==> config.mk <==
export PLATFORM = sky130hd
export DESIGN_NAME = debug_scan_controller_flat
export DESIGN_NICKNAME = d
export VERILOG_FILES = /design/src/rtl/debug_scan_controller_pkg.sv /design/src/rtl/debug_scan_controller_if.sv /design/src/rtl/debug_scan_controller.sv /design/src/flat_wrapper.sv
export SDC_FILE = /design/constraint.sdc
export NUM_CORES = 1
export LEC_CHECK = 0
export ABC_AREA = 1
export CAP_MARGIN = 20
export CORE_MARGIN = 2
export CORE_UTILIZATION = 48
export DETAILED_ROUTE_END_ITERATION = 6
export PLACE_DENSITY_LB_ADDON = 0.08
export SETUP_SLACK_MARGIN = 0.15
export SYNTH_ARGS = -nofsm -noshare
export SYNTH_HDL_FRONTEND = slang
export SYNTH_SLANG_ARGS = --single-unit
==> constraint.sdc <==
create_clock -name clk -period 2 [get_ports clk]
set_input_delay 0.4 -clock clk [delete_from_list [all_inputs] [get_ports clk]]
set_output_delay 0.4 -clock clk [all_outputs]
set_load 0.01 [all_outputs]
==> src/rtl/debug_scan_controller_pkg.sv <==
// Shared definitions for the debug scan controller and the debug select
// register block: potential count, spike select code, select width and
// scan FSM state encoding.
package debug_scan_controller_pkg;

    localparam int unsigned NUM_MP    = 16;
    localparam int unsigned DBG_SEL_W = 8;
    localparam logic [DBG_SEL_W-1:0] SPIKE_SEL = 8'h10;
    localparam int unsigned DATA_W    = 8;
    localparam int unsigned OUT_IDX_W = 5;
    localparam int unsigned FCNT_W    = 8;

    typedef enum logic [1:0] {
        ST_IDLE    = 2'd0,
        ST_LOAD    = 2'd1,
        ST_CAPTURE = 2'd2,
        ST_SEND    = 2'd3
    } scan_state_e;

    // Select code for a scan index: potentials map 1:1, the last index maps to the spike vector.
    function automatic logic [DBG_SEL_W-1:0] sel_code(
        input int unsigned           idx,
        input int unsigned           num_mp,
        input logic [DBG_SEL_W-1:0]  spike_sel
    );
        if (idx == num_mp) begin
            return spike_sel;
        end
        return DBG_SEL_W'(idx);
    endfunction

endpackage

==> src/rtl/debug_scan_controller_if.sv <==
// Debug scan bus: select-register load port (dbg_en/dbg_cfg/dbg_data) and the
// captured-sample valid/ready stream (out_*).
//   master : scan controller side (drives select load and sample stream)
//   slave  : debug mux + downstream consumer side
interface debug_scan_controller_if;
    import debug_scan_controller_pkg::*;

    logic                  dbg_en;
    logic [DBG_SEL_W-1:0]  dbg_cfg;
    logic [DATA_W-1:0]     dbg_data;
    logic [DATA_W-1:0]     out_data;
    logic [OUT_IDX_W-1:0]  out_idx;
    logic                  out_valid;
    logic                  out_ready;
    logic                  out_last;

    modport master (
        output dbg_en, dbg_cfg, out_data, out_idx, out_valid, out_last,
        input  dbg_data, out_ready
    );

    modport slave (
        input  dbg_en, dbg_cfg, out_data, out_idx, out_valid, out_last,
        output dbg_data, out_ready
    );

endinterface

==> src/rtl/debug_scan_controller.sv <==
// Debug scan controller: walks the debug select register through all
// membrane-potential codes and then the spike vector, capturing one sample
// per select and streaming it out with valid/ready.
// Ports:
//   clk, rst     clock, asynchronous active-high reset
//   start        begin one frame (only honoured in IDLE)
//   continuous   chain the next frame on the last-beat handshake
//   bus          select load + sample stream (master modport)
//   busy         FSM not in IDLE
//   frame_count  completed frames, wrapping
module debug_scan_controller
    import debug_scan_controller_pkg::*;
#(
    parameter int unsigned           NUM_MP    = debug_scan_controller_pkg::NUM_MP,
    parameter logic [DBG_SEL_W-1:0]  SPIKE_SEL = debug_scan_controller_pkg::SPIKE_SEL
) (
    input  logic                        clk,
    input  logic                        rst,
    input  logic                        start,
    input  logic                        continuous,
    debug_scan_controller_if.master     bus,
    output logic                        busy,
    output logic [FCNT_W-1:0]           frame_count
);

    localparam int unsigned IDX_W = $clog2(NUM_MP + 1);
    localparam logic [IDX_W-1:0] IDX_LAST = IDX_W'(NUM_MP);

    scan_state_e            state_q, state_d;
    logic [IDX_W-1:0]       idx_q, idx_d;
    logic [DATA_W-1:0]      out_data_q, out_data_d;
    logic [OUT_IDX_W-1:0]   out_idx_q, out_idx_d;
    logic                   out_valid_q, out_valid_d;
    logic                   out_last_q, out_last_d;
    logic                   dbg_en_q, dbg_en_d;
    logic [DBG_SEL_W-1:0]   dbg_cfg_q, dbg_cfg_d;
    logic                   busy_q, busy_d;
    logic [FCNT_W-1:0]      fcnt_q, fcnt_d;

    // State and registered outputs.
    always_ff @(posedge clk or posedge rst) begin
        if (rst) begin
            state_q     <= ST_IDLE;
            idx_q       <= '0;
            out_data_q  <= '0;
            out_idx_q   <= '0;
            out_valid_q <= 1'b0;
            out_last_q  <= 1'b0;
            dbg_en_q    <= 1'b0;
            dbg_cfg_q   <= 8'h00;
            busy_q      <= 1'b0;
            fcnt_q      <= '0;
        end else begin
            state_q     <= state_d;
            idx_q       <= idx_d;
            out_data_q  <= out_data_d;
            out_idx_q   <= out_idx_d;
            out_valid_q <= out_valid_d;
            out_last_q  <= out_last_d;
            dbg_en_q    <= dbg_en_d;
            dbg_cfg_q   <= dbg_cfg_d;
            busy_q      <= busy_d;
            fcnt_q      <= fcnt_d;
        end
    end

    // Next state, index/frame counters, and output values decoded from the
    // next state so the registered outputs line up with the state they belong to.
    always_comb begin
        state_d     = state_q;
        idx_d       = idx_q;
        out_data_d  = out_data_q;
        out_idx_d   = out_idx_q;
        fcnt_d      = fcnt_q;
        dbg_cfg_d   = dbg_cfg_q;
        dbg_en_d    = 1'b0;
        out_valid_d = 1'b0;
        out_last_d  = 1'b0;
        busy_d      = 1'b0;

        unique case (state_q)
            ST_IDLE: begin
                if (start) begin
                    idx_d   = '0;
                    state_d = ST_LOAD;
                end
            end
            ST_LOAD: begin
                state_d = ST_CAPTURE;
            end
            ST_CAPTURE: begin
                // Select register was loaded at the end of LOAD; mux output is settled.
                out_data_d = bus.dbg_data;
                out_idx_d  = OUT_IDX_W'(idx_q);
                state_d    = ST_SEND;
            end
            ST_SEND: begin
                if (bus.out_ready) begin
                    if (idx_q == IDX_LAST) begin
                        fcnt_d = fcnt_q + FCNT_W'(1);
                        if (continuous) begin
                            idx_d   = '0;
                            state_d = ST_LOAD;
                        end else begin
                            state_d = ST_IDLE;
                        end
                    end else begin
                        idx_d   = idx_q + IDX_W'(1);
                        state_d = ST_LOAD;
                    end
                end
            end
            default: begin
                state_d = ST_IDLE;
            end
        endcase

        dbg_en_d    = (state_d == ST_LOAD);
        out_valid_d = (state_d == ST_SEND);
        out_last_d  = (state_d == ST_SEND) && (idx_d == IDX_LAST);
        busy_d      = (state_d != ST_IDLE);
        // dbg_cfg only changes when a load is about to be issued.
        if (dbg_en_d) begin
            dbg_cfg_d = sel_code(32'(idx_d), NUM_MP, SPIKE_SEL);
        end
    end

    assign bus.dbg_en    = dbg_en_q;
    assign bus.dbg_cfg   = dbg_cfg_q;
    assign bus.out_data  = out_data_q;
    assign bus.out_idx   = out_idx_q;
    assign bus.out_valid = out_valid_q;
    assign bus.out_last  = out_last_q;
    assign busy          = busy_q;
    assign frame_count   = fcnt_q;

endmodule

==> src/flat_wrapper.sv <==
// flat-port wrapper written by rule: the top's interface ports become plain ports
module debug_scan_controller_flat import debug_scan_controller_pkg::*;
#(
    parameter int unsigned           NUM_MP    = debug_scan_controller_pkg::NUM_MP,
    parameter logic [DBG_SEL_W-1:0]  SPIKE_SEL = debug_scan_controller_pkg::SPIKE_SEL
)
  (clk, rst, start, continuous, busy, frame_count, bus_dbg_en, bus_dbg_cfg, bus_out_data, bus_out_idx, bus_out_valid, bus_out_last, bus_dbg_data, bus_out_ready);
  debug_scan_controller_if bus_i ();
  input  logic clk;
  input  logic rst;
  input  logic start;
  input  logic continuous;
  output logic busy;
  output logic [FCNT_W-1:0] frame_count;
  output wire logic [$bits(bus_i.dbg_en)-1:0] bus_dbg_en;
  output wire logic [$bits(bus_i.dbg_cfg)-1:0] bus_dbg_cfg;
  output wire logic [$bits(bus_i.out_data)-1:0] bus_out_data;
  output wire logic [$bits(bus_i.out_idx)-1:0] bus_out_idx;
  output wire logic [$bits(bus_i.out_valid)-1:0] bus_out_valid;
  output wire logic [$bits(bus_i.out_last)-1:0] bus_out_last;
  input wire logic [$bits(bus_i.dbg_data)-1:0] bus_dbg_data;
  input wire logic [$bits(bus_i.out_ready)-1:0] bus_out_ready;
  assign bus_dbg_en = bus_i.dbg_en;
  assign bus_dbg_cfg = bus_i.dbg_cfg;
  assign bus_out_data = bus_i.out_data;
  assign bus_out_idx = bus_i.out_idx;
  assign bus_out_valid = bus_i.out_valid;
  assign bus_out_last = bus_i.out_last;
  assign bus_i.dbg_data = bus_dbg_data;
  assign bus_i.out_ready = bus_out_ready;
  debug_scan_controller #(.NUM_MP(NUM_MP), .SPIKE_SEL(SPIKE_SEL)) u_core (.clk(clk), .rst(rst), .start(start), .continuous(continuous), .bus(bus_i), .busy(busy), .frame_count(frame_count));
endmodule
Yosys cells after proc, flatten, opt, wreduce, memory -nomap -nowiden
Cells that the tools add are included.
{"block": "word_totals", "regBits": 40}
{"block": "op_classes", "n_eq_ne": 7, "n_reduce_logical": 4, "n_addsub": 2, "mux": 14}
{"cell": "$mux 5", "count": 4}
{"cell": "$mux 8", "count": 2}
{"cell": "$eq 5x5->1 const B", "count": 2}
{"cell": "$pmux 5 s2", "count": 1}
{"cell": "$add 8x1->8 const B", "count": 1}
{"cell": "$pmux 2 s4", "count": 1}
{"cell": "$eq 2x2->1 const B", "count": 3}
{"cell": "$add 5x1->5 const B", "count": 1}
{"cell": "$eq 2x1->1 const B", "count": 2}
{"cell": "$mux 1", "count": 4}
{"cell": "$mux 2", "count": 2}
{"cell": "$reduce_and 3->1", "count": 1}
{"cell": "$logic_not 2->1", "count": 1}
{"cell": "$reduce_bool 2->1", "count": 1}
{"cell": "$logic_and 1x1->1", "count": 1}

Logic depth before layout (Yosys ltp)
{"block": "depth", "word_depth": 8, "depth_mapped": 12, "depth_no_buf": 12}

Least setup slack after synthesis
OpenSTA, ideal clock, no wires.
{"block": "synth_path", "path_kind": "register -> register", "start": "register u_core.idx_q[1]", "end": "register u_core.dbg_cfg_q[3], in the netlist u_core.bus.dbg_cfg[3]", "path_stages_with_launch": 13, "arrival_ps": 1408, "n_path_buf": 0, "path_slack_ps": 470, "setup_time_ps": 122, "period_less_slack_ps": 1530, "cell_sequence": "dfrtp_1 > inv_1 > ha_1 > nand2_1 > clkinv_1 > nand3_1 > nand2_1 > nand3_2 > nand2_4 > nor2_8 > inv_4 > nand2_1 > o21ai_2"}
{"item": "from (decl)", "line": "debug_scan_controller.sv:30", "source": "logic [IDX_W-1:0] idx_q, idx_d;"}
{"item": "from (signal assigned)", "line": "debug_scan_controller.sv:55", "source": "idx_q <= idx_d;"}
{"item": "$eq 5x5->1", "line": "debug_scan_controller.sv:99", "source": "if (idx_q == IDX_LAST) begin"}
{"item": "$mux 1", "line": "debug_scan_controller.sv:99"}
{"item": "$mux 2", "line": "debug_scan_controller.sv:98", "source": "if (bus.out_ready) begin"}
{"item": "$pmux 2 s4", "line": "debug_scan_controller.sv:81", "source": "unique case (state_q)"}
{"item": "$eq 2x1->1", "line": "debug_scan_controller.sv:118", "source": "dbg_en_d = (state_d == ST_LOAD);"}
{"item": "named net u_core.dbg_en_d", "line": "debug_scan_controller.sv:35", "source": "logic dbg_en_q, dbg_en_d;"}
{"item": "to (signal assigned)", "line": "debug_scan_controller.sv:61", "source": "dbg_cfg_q <= dbg_cfg_d;"}
{"item": "to (decl)", "line": "debug_scan_controller.sv:36", "source": "logic [DBG_SEL_W-1:0] dbg_cfg_q, dbg_cfg_d;"}
The timed path passes the listed nets, and every way through them passes these cells. The select of a mux whose other input is x is not followed.
A chain may end at the register's enable or synchronous reset.

Final worst setup path
Same ends and word-level chain as after synthesis.

==> impl_metrics.prom <==
# TYPE chip_impl_metric gauge
chip_impl_metric{name="die_width",unit="µm"} 65.4
chip_impl_metric{name="dp_slack",unit="ps"} 125
chip_impl_info{name="path_cells",value="inv_1 -> ha_1 -> nand2_1 -> clkinv_1 -> nand3_1 -> nand2_1 -> nand3_2 -> nand2_4 -> nor2_8 -> inv_4 -> nand2_1 -> o21ai_2"} 1
chip_impl_metric{name="ir_worst_vdd",unit="V"} 0.000888
chip_impl_info{name="cp_top_family",value="simple AND/OR/NAND/NOR gates"} 1
chip_impl_metric{name="worst_ep_arrival_time",unit="ps"} 1890
chip_impl_metric{name="fillers",unit=""} 305
chip_impl_info{name="hold_end",value="u_core.bus.out_data[4]"} 1
chip_impl_info{name="yosys.area.top_type",value="dfrtp_1"} 1
chip_impl_metric{name="worst_skew_pair.late_latency",unit="ps"} 280
chip_impl_metric{name="synth_enable_flop_cells",unit=""} 0
chip_impl_metric{name="dr.first_iter.drc_count",unit=""} 64
chip_impl_metric{name="routability_congestion_estimate",unit=""} 0.865
chip_impl_info{name="startpoint_of_the_lowest_slack_hold_path",value="u_core.bus.out_data[4]"} 1
chip_impl_metric{name="area_overhead_of_the_layout_relative_to_synthesis",unit="%"} 31.9
chip_impl_metric{name="largest_net_degree_at_the_start_of_global_routing",unit=""} 38
chip_impl_metric{name="placeableCoreArea",unit="mm²"} 0.00363
chip_impl_metric{name="cts.repair_timing.setup_buffer_count",unit=""} 0
chip_impl_metric{name="post_cts.resized_instances",unit=""} 0
chip_impl_metric{name="avgRoutedWirePerCell",unit="µm"} 11.6
chip_impl_info{name="ctsRootBufferMaster",value="clkbuf_8"} 1
chip_impl_metric{name="drt_drc",unit=""} 0
chip_impl_metric{name="cts_buffers",unit=""} 5
chip_impl_metric{name="cts_hold_repair.buffers",unit=""} 0
chip_impl_metric{name="detail-route-antenna-nets",unit=""} 0
chip_impl_metric{name="synth_warnings",unit=""} 0
chip_impl_metric{name="worst_setup_hold_path_clk_slew",unit="ps"} 70
chip_impl_metric{name="diodes",unit=""} 0
chip_impl_metric{name="detailroute.via_count",unit=""} 1307
chip_impl_info{name="critPathSlowestCell",value="dfrtp_1"} 1
chip_impl_metric{name="portBuffers",unit=""} 42
chip_impl_metric{name="avgSynthCellArea",unit="µm²"} 9.52
chip_impl_info{name="r2r-start",value="u_core.idx_q[1]"} 1
chip_impl_metric{name="final.min_clock_period",unit="ps"} 1720
chip_impl_metric{name="synth.ff_latch_count",unit=""} 37
chip_impl_metric{name="setup_violations",unit=""} 0
chip_impl_metric{name="drv_slew",unit=""} 0
chip_impl_metric{name="nets",unit=""} 257
chip_impl_metric{name="fin_tns_setup",unit="ps"} 0
chip_impl_metric{name="layout-drive-gt1-share",unit=""} 0.163
chip_impl_metric{name="worst_r2r_path_depth",unit=""} 12
chip_impl_metric{name="path_depth",unit=""} 12
chip_impl_metric{name="worstHoldPathCells",unit=""} 2
chip_impl_metric{name="layout_setup_ws",unit="ps"} 281
chip_impl_metric{name="crit_path_max_incr_delay",unit="ps"} 460
chip_impl_metric{name="first_global_vias",unit=""} 1283
chip_impl_info{name="worst_setup_path_end_kind",value="flop"} 1
chip_impl_metric{name="dpl_cell_area",unit="mm²"} 0.00228
chip_impl_info{name="hold_path_class",value="reg -> reg"} 1
chip_impl_metric{name="grt_first_pass_wirelength",unit="mm"} 5.68
chip_impl_metric{name="yosys.cell_types.count",unit=""} 34
chip_impl_metric{name="netlist_instances",unit=""} 190
chip_impl_metric{name="max_clock_freq",unit="MHz"} 582
chip_impl_metric{name="worst-path-max-fanout",unit=""} 8
chip_impl_metric{name="dp_hpwl",unit="mm"} 2.54
chip_impl_info{name="setup_crit_start_kind",value="flop"} 1
chip_impl_info{name="grt_setup_unrepaired",value="false"} 1
chip_impl_metric{name="ctsHtreeMaxLevel",unit=""} 2
chip_impl_metric{name="die_height",unit="µm"} 65.4
chip_impl_metric{name="floorplan.rows",unit=""} 22
chip_impl_info{name="final_cell_mix",value="55 x nand2_1, 42 x clkdlybuf4s50_1, 36 x dfrtp_1, 20 x inv_1, 9 x nand3_1"} 1
chip_impl_info{name="run_status",value="complete, no violations"} 1
chip_impl_info{name="timing_worst_setup_path_type",value="reg -> reg"} 1
chip_impl_metric{name="finClkSkew",unit="ps"} 4.09
chip_impl_metric{name="hold_violations",unit=""} 0
chip_impl_metric{name="seq_area_frac_synth",unit=""} 0.512
chip_impl_metric{name="critPathBufInv",unit=""} 3
chip_impl_metric{name="clkSinkCount",unit=""} 37
chip_impl_metric{name="fraction_of_synthesized_cell_area_taken_by_the_top_area_cell_type",unit=""} 0.512
chip_impl_metric{name="power_density",unit="mW/mm²"} 1330
chip_impl_info{name="tritoncts_clock_tree",value="done"} 1
chip_impl_metric{name="reg2reg_slack",unit="ps"} 280
chip_impl_metric{name="totalWireLength",unit="mm"} 3.32
chip_impl_metric{name="postLayoutCellArea",unit="mm²"} 0.00238
chip_impl_metric{name="post_synth_instance_area",unit="mm²"} 0.00181
chip_impl_metric{name="dieArea",unit="mm²"} 0.00427
chip_impl_info{name="ys.flop_type",value="dfrtp_1"} 1
chip_impl_metric{name="vias_per_cell",unit=""} 4.55
chip_impl_metric{name="max_cap_violation_count",unit=""} 0
chip_impl_metric{name="detailedRoute.firstPassIterationCount",unit=""} 4
chip_impl_metric{name="critPathRequiredTime",unit="ps"} 2170
chip_impl_metric{name="boundary_pin_count",unit=""} 46
chip_impl_metric{name="antenna_found_initial",unit=""} 0
chip_impl_info{name="post_synth_main_area_contributors",value="dfrtp_1 51%, nand2_1 11%, ha_1 4.2%"} 1
chip_impl_metric{name="clock_tree.buffer_depth",unit=""} 2
chip_impl_metric{name="cellLeakagePower",unit="µW"} 0.00125
chip_impl_info{name="critical-path-top-cell-by-count",value="nand2_1"} 1
chip_impl_info{name="layout.cells.most_common",value="nand2_1"} 1
chip_impl_metric{name="ys_async_sr_fraction",unit=""} 1.00
chip_impl_metric{name="floorplan.initialDensity",unit=""} 0.498
chip_impl_metric{name="grt_use_total",unit=""} 0.174
chip_impl_metric{name="layout_worst_path_cycle_share",unit=""} 0.860
chip_impl_metric{name="globalRouteOverflowTotal",unit=""} 0
chip_impl_info{name="rr_endpoint",value="u_core.bus.dbg_cfg[3]"} 1
==> layer usage <==
metal	track usage	vias up	wire length [µm]
met2	0.287	30	1630
met4	0.0469	0	19
met5	0	-	0
met1	0.216	598	1510
li1	-	677	-
met3	0.0634	2	157
==> stage by stage <==
step           utilization  hold WS, ps  cells  power, µW
3_5_place_dp         0.627          462    279       2650
5_1_grt              0.656          494    287       3420
6_report             0.656          474    287       3170
2_1_floorplan            -          506    192       2080
4_1_cts              0.655          478    287       3210
3_3_place_gp         0.627          453    279       2600
==> worst max-delay path by stage <==
stage               startpoint               endpoint  slack [ps]
6_report       u_core.idx_q[1]  u_core.bus.dbg_cfg[3]         280
5_1_grt        u_core.idx_q[1]  u_core.bus.dbg_cfg[4]         160
4_1_cts        u_core.idx_q[0]  u_core.bus.dbg_cfg[3]         250
3_5_place_dp     bus_out_ready  u_core.bus.dbg_cfg[3]         120
3_3_place_gp     bus_out_ready  u_core.bus.dbg_cfg[3]         120
2_1_floorplan  u_core.idx_q[1]  u_core.bus.dbg_cfg[3]         470
==> cell usage after synthesis (2+ instances only) <==
master / number
o21ai_2: 2
xor2_1: 4
nor2_8: 2
ha_1: 6
xnor2_1: 4
o21ai_1: 2
nor2_4: 2
inv_1: 20
o21ai_0: 5
nand4_1: 2
dfrtp_1: 37
nand2_1: 55
nand2_2: 4
inv_2: 4
nand2_4: 3
o22ai_1: 2
nand3_1: 9
nor2_1: 7
buf_4: 3
nand3_2: 3
==> tightest hold or removal path, delay by kind of cell, from the launching register on <==
family,cells,cell delay [ps]
simple gates,2,100
flops,1,340
==> cells by family (layout without fill, tap and decap cells) <==
logic type,count (synthesis),count (layout),share of synthesized area
other,1,3,0.00207
buffers and inverters,31,78,0.0727
adders and majority gates,6,6,0.0415
and+or+nand+nor,90,90,0.258
AOI/OAI and AO/OA,15,15,0.0595
DFF,37,37,0.512
muxes,1,1,0.00623
xor gates and xnor gates,9,9,0.0477
==> flip-flops by register name, summed over array words and instances (netlist names), 2 cells and up <==
name	count
u_core.frame_count	8
u_core.bus.out_idx	5
u_core.idx_q	5
u_core.bus.out_data	8
u_core.state_q	2
u_core.bus.dbg_cfg	5
==> layout make-up <==
class,count,area (µm²),share of cell area
inverter,26,100,0.0420
tap,48,60.1,0.0252
clock buffer,7,96.3,0.0404
multi-input combinational,124,761,0.319
clock inverter,1,5.00,0.00210
timing repair buffer,44,435,0.183
sequential,37,927,0.389
==> power by group <==
| part | total, µW | internal, µW | leakage (µW) | switching [µW] |
|---|---|---|---|---|
| Sequential | 1120 | 970 | 0.000481 | 150 |
| Combinational | 1510 | 661 | 0.000711 | 845 |
| Clock | 545 | 311 | 0.0000542 | 234 |
| Total | 3170 | 1940 | 0.00125 | 1230 |
(Power assumes the default switching activity.)
